`src/rtl/cpu_multicycle.sv`:
```
// Multicycle MIPS-subset core: one shared memory port for fetch and data, one FSM stepping each instruction.
// state     | meaning
// FETCH     | request instruction at PC, latch IR and PC+4 on ack
// DECODE    | read rs/rt into A/B, trap illegal encodings to HALT
// EXECUTE   | ALU op into ALUOut, resolve branches/jumps/syscall
// MEM       | load/store at ALUOut, wait for ack
// WRITEBACK | write destination register
// HALT      | stopped until reset
module cpu_multicycle #(
  parameter logic [31:0] RESET_PC = 32'h0000_0000,
  parameter int          ADDR_W   = 32
) (
  input  logic              clk,
  input  logic              reset,
  output logic              mem_req,
  output logic              mem_we,
  output logic [ADDR_W-1:0] mem_addr,
  output logic [31:0]       mem_wdata,
  input  logic [31:0]       mem_rdata,
  input  logic              mem_ack,
  output logic [31:0]       pc_out,
  output logic              retired,
  output logic              halted
);

  typedef enum logic [2:0] {FETCH, DECODE, EXECUTE, MEM, WRITEBACK, HALT} state_t;

  state_t      state;
  logic [31:0] pc, ir, a, b, alu_out, mdr;
  logic [31:0] rf [32];

  logic [5:0]  opcode, funct;
  logic [4:0]  rs, rt, rd, waddr;
  logic [31:0] sext, zext, br_off, jump_tgt, alu_res, wdata, byte_addr;
  logic        is_r;
  logic        op_add, op_sub, op_slt, op_jr, op_sys;
  logic        op_addi, op_xori, op_lw, op_sw, op_bne, op_j, op_jal, legal;

  assign opcode   = ir[31:26];
  assign funct    = ir[5:0];
  assign rs       = ir[25:21];
  assign rt       = ir[20:16];
  assign rd       = ir[15:11];
  assign sext     = {{16{ir[15]}}, ir[15:0]};
  assign zext     = {16'h0000, ir[15:0]};
  assign br_off   = {sext[29:0], 2'b00};
  assign jump_tgt = {pc[31:28], ir[25:0], 2'b00};

  assign is_r    = (opcode == 6'h00);
  assign op_add  = is_r && (funct == 6'h20);
  assign op_sub  = is_r && (funct == 6'h22);
  assign op_slt  = is_r && (funct == 6'h2A);
  assign op_jr   = is_r && (funct == 6'h08);
  assign op_sys  = is_r && (funct == 6'h0C);
  assign op_addi = (opcode == 6'h08);
  assign op_xori = (opcode == 6'h0E);
  assign op_lw   = (opcode == 6'h23);
  assign op_sw   = (opcode == 6'h2B);
  assign op_bne  = (opcode == 6'h05);
  assign op_j    = (opcode == 6'h02);
  assign op_jal  = (opcode == 6'h03);
  assign legal   = op_add | op_sub | op_slt | op_jr | op_sys | op_addi | op_xori
                 | op_lw | op_sw | op_bne | op_j | op_jal;

  // Default result is the already-incremented PC, which is the JAL link value.
  always_comb begin
    alu_res = pc;
    if (op_add)                         alu_res = a + b;
    else if (op_sub)                    alu_res = a - b;
    else if (op_slt)                    alu_res = {31'd0, $signed(a) < $signed(b)};
    else if (op_addi || op_lw || op_sw) alu_res = a + sext;
    else if (op_xori)                   alu_res = a ^ zext;
  end

  assign waddr = is_r ? rd : (op_jal ? 5'd31 : rt);
  assign wdata = op_lw ? mdr : alu_out;

  // Bus outputs are decoded from registered state; reset gating keeps the bus idle during reset.
  assign byte_addr = (state == MEM) ? alu_out : pc;
  assign mem_req   = !reset && (state == FETCH || state == MEM);
  assign mem_we    = mem_req && (state == MEM) && op_sw;
  assign mem_addr  = byte_addr[ADDR_W-1:0];
  assign mem_wdata = b;
  assign pc_out    = pc;
  assign halted    = !reset && (state == HALT);
  assign retired   = !reset && ((state == EXECUTE && (op_bne || op_j || op_jr || op_sys))
                              || (state == MEM && op_sw && mem_ack)
                              || (state == WRITEBACK));

  always_ff @(posedge clk) begin
    if (reset) begin
      state   <= FETCH;
      pc      <= RESET_PC;
      ir      <= '0;
      a       <= '0;
      b       <= '0;
      alu_out <= '0;
      mdr     <= '0;
      for (int i = 0; i < 32; i++) rf[i] <= '0;
    end else begin
      case (state)
        FETCH: if (mem_ack) begin
          ir    <= mem_rdata;
          pc    <= pc + 32'd4;
          state <= DECODE;
        end
        DECODE: begin
          a     <= rf[rs];
          b     <= rf[rt];
          state <= legal ? EXECUTE : HALT;
        end
        EXECUTE: begin
          alu_out <= alu_res;
          if (op_bne) begin
            if (a != b) pc <= pc + br_off;
            state <= FETCH;
          end else if (op_j || op_jal) begin
            pc    <= jump_tgt;
            state <= op_jal ? WRITEBACK : FETCH;
          end else if (op_jr) begin
            pc    <= a;
            state <= FETCH;
          end else if (op_sys) begin
            state <= HALT;
          end else if (op_lw || op_sw) begin
            state <= MEM;
          end else begin
            state <= WRITEBACK;
          end
        end
        MEM: if (mem_ack) begin
          if (op_sw) begin
            state <= FETCH;
          end else begin
            mdr   <= mem_rdata;
            state <= WRITEBACK;
          end
        end
        WRITEBACK: begin
          if (waddr != 5'd0) rf[waddr] <= wdata;
          state <= FETCH;
        end
        HALT:    state <= HALT;
        default: state <= FETCH;
      endcase
    end
  end

endmodule

```
`config.mk`:
```
export PLATFORM = sky130hd
export DESIGN_NAME = cpu_multicycle
export DESIGN_NICKNAME = d
export VERILOG_FILES = /design/src/rtl/cpu_multicycle.sv
export SDC_FILE = /design/constraint.sdc
export NUM_CORES = 2
export LEC_CHECK = 0
export CORE_MARGIN = 2
export CORE_UTILIZATION = 63
export CTS_CLUSTER_SIZE = 40
export DETAILED_ROUTE_END_ITERATION = 10
export PLACE_DENSITY = 0.84
export SYNTH_ARGS = -nofsm -noshare
export SYNTH_HDL_FRONTEND = slang
export SYNTH_SLANG_ARGS = --single-unit
```
`constraint.sdc`:
```
create_clock -name clk -period 4.2 [get_ports clk]
set_input_delay 1.05 -clock clk [delete_from_list [all_inputs] [get_ports clk]]
set_output_delay 1.05 -clock clk [all_outputs]
set_load 0.01 [all_outputs]
```
==> reports/results.tsv <==
metric	value	unit
outcome	finished, violations left	
failing checks	design-rule violations	
dpl cells	6830	
Post-synth top flop	edfxtp_1	
Worst-Skew Late Latency	790	ps
share of cells above drive strength 1	21.8	%
TritonRoute pass-1 iters	11	
aggregate global routing overflow	0	
Warnings, synthesis	0	
min cycle time layout	4140	ps
LEAKAGE	25.1	nW
HPWL after DPL	165	mm
initial core utilization	63.3	%
Via-to-Cell Ratio	7.85	
Worst setup EP type	register	
pin count of the biggest net entering global routing	130	
nets	5715	
Setup CP Type	reg -> reg	
GRT Overall Usage	48.1	%
cell taking the most area after synthesis	edfxtp_1	
Chip Width	332	um
final critical-path share of the clock period	98.6	%
area occupied by multi-input gates	31400	um2
sequential cell area	34700	um2
final WL	266	mm
Port Buf Inserts	134	
CTS Sinks	1219	
CTS max path bufs	3	
Synth top area share	45.4	%
post-synth cell types	89	
Worst EP required	4650	ps
setup TNS	0	ps
DRC	1	
commonest cells in the netlist	1217 x nor2_1, 1024 x edfxtp_1, 640 x mux4_2	
Placement Setup Slack	214	ps
worst hold path class	reg -> reg	
post-synthesis sequential area ratio	51.2	%
final worst setup slack	59.0	ps
Rel. slew slack	4.64	%
GPL Wtd Cong	0.993	
vias	55500	
number of global-route vias before repair	55500	
Power Density	404	nW/um2
clock skew	40.8	ps
DRT iter0 DRCs	11000	
htree depth	3	
crit-path max FO	18	
slew at the pin with the worst max-slew slack	1400	ps
Layout Cells excl Fill	7067	
Antenna Nets Post-Route	0	
critical path arrival	4590	ps
RSZ-0062 raised after global routing	false	
Setup Viol. Count Final	0	
Async SR Flop Fraction	0	%
Hold WS	468	ps
Post-synth EDFFs	1024	
Hold Path Sink	mdr[2]	
Critical Path Source Type	register	
worst hold path depth	2	
Worst Hold Launch	mdr[2]	
total CTS buffers	120	
fin area	75900	um2
Slew Limit Fails	0	
leading post-synthesis cells by cell area	edfxtp_1 45%, mux4_2 21%, nor2_1 6.7%, dfxtp_1 5.8%, nand2_1 2.4%	
core area	107000	um2
#FFs+latches synth	1219	
Placed Instance Area	72000	um2
initial antenna violation count	18	
Std-Cell Rows	120	
cts hold-fix bufs	0	
syn avg cell area	12.3	um2
Post-Syn Instances	5489	
P&R area growth vs syn	12.1	%
Hold Vio Cnt, Final	0	
Fmax achieved	0.241	GHz
I/O pin cnt	135	
reg2reg setup slack	60	ps
CTS clock-pin slew for the worst setup and hold paths	60	ps
Cell Area, Synth	67700	um2
worst reg2reg startpoint	ir[31]	
Root Driver	clkbuf_16	
Die ar.	110000	um2
most common cell in the netlist	nor2_1	
maxcap violations	0	
Critical R2R Capture	rf[11][12]	
CTS tree	done	
VDD IR-drop max	392	uV
worst reg-to-reg path cell count	10	
FILL cells	6578	
wire per inst	37.6	um
Die Ht	332	um
first-pass GRT wire length	379	mm
[flip-flops by register name, indices dropped and copies added (netlist names)]
register / count
state: 3
alu_out: 32
rf: 1024
ir: 32
a: 32
mdr: 32
mem_wdata: 32
pc_out: 32
[cell type report]
cell class | instances | area share [%]
inverter | 78 | 0.386
clock buffer | 149 | 4.19
antenna | 10 | 0.0330
multi-input combinational | 3719 | 41.3
sequential | 1219 | 45.7
timing repair buffer | 414 | 5.30
tap | 1403 | 2.31
clock inverter | 75 | 0.781
[power by group]
group / switching, mW / internal (mW)
Clock: 5.04 / 5.75
Combinational: 3.49 / 2.34
Sequential: 0.519 / 13.5
Total: 9.05 / 21.6
[cell families (layout without fill, tap and decap cells)]
family,Yosys count,in the layout,synth area share [%]
buffers and inverters,582,716,3.27
muxes,750,750,22.9
adders and majority gates,128,128,2.41
AOI/OAI and AO/OA,758,758,7.19
and+or+nand+nor,1972,1972,12.0
xor gates and xnor gates,79,79,1.02
DFF,1219,1219,51.2
other,1,42,0.00554
[stage by stage]
step / power (mW) / utilization (%)
after detailed placement: 19.7 / 67.4
after floorplan: 17.6 / -
after CTS: 30.2 / 70.9
final: 30.7 / 71.0
after global placement: 19.5 / 67.4
after global routing: 31.1 / 71.0
[layer usage]
metal	up-vias	wire length (um)	GRT usage (%)
met4	24	28300	38.7
met2	6308	117000	71.7
met1	26200	75800	53.1
met3	2080	44400	22.2
li1	20800	-	-
met5	-	431	1.52
[layout by cell type (no fill, tap or decap), types with 15 or more instances in the layout]
cell type,count
mux2i_1,75
nor2b_1,20
nor2_1,1213
buf_4,234
xnor2_1,59
a21oi_1,253
mux4_2,640
o21ai_0,113
clkbuf_1,23
or3_1,15
nand2_1,423
nand2b_1,24
mux2i_2,23
clkbuf_16,121
a31oi_1,41
clkinv_1,27
ha_1,124
conb_1,32
dfxtp_1,185
nor4_1,22
nand3_1,52
buf_12,46
clkinv_2,19
a21o_1,47
o21bai_1,18
clkdlybuf4s50_1,132
nor3_1,57
inv_1,77
nand2_2,15
xor2_1,20
and3_1,22
edfxtp_1,1024
a211oi_1,101
o22ai_1,24
nand2b_2,31
a221oi_1,17
[critical path, stage by stage (launching register included)]
cell      delay, ps
dfxtp_1         370
or3_1           540
nor2_4          160
and2_0          360
nor2_1          100
a21oi_2         530
nand2b_1        210
nor2_1          300
nand2_1         180
buf_4           320
nor2_1          740
[worst max path at each step]
stage / start / cells past startpoint / endpoint / slack, ps
6_report: ir[31] / 10 / rf[11][12] / 60
5_1_grt: a[1] / 12 / alu_out[30] / 4
4_1_cts: ir[29] / 8 / retired / 20
3_5_place_dp: a[1] / 12 / alu_out[30] / 210
3_3_place_gp: a[1] / 12 / alu_out[30] / 300
2_1_floorplan: ir[26] / 9 / rf[1][0] / 710
[repair_timing]
item / CTS / global route
gates resized for setup: 3 / 12
pin swaps: 0 / 3
setup buffers: 0 / 3
hold endpoints to repair: 0 / 0
setup endpoints to repair: 21 / 99
(Power assumes the default switching activity.)
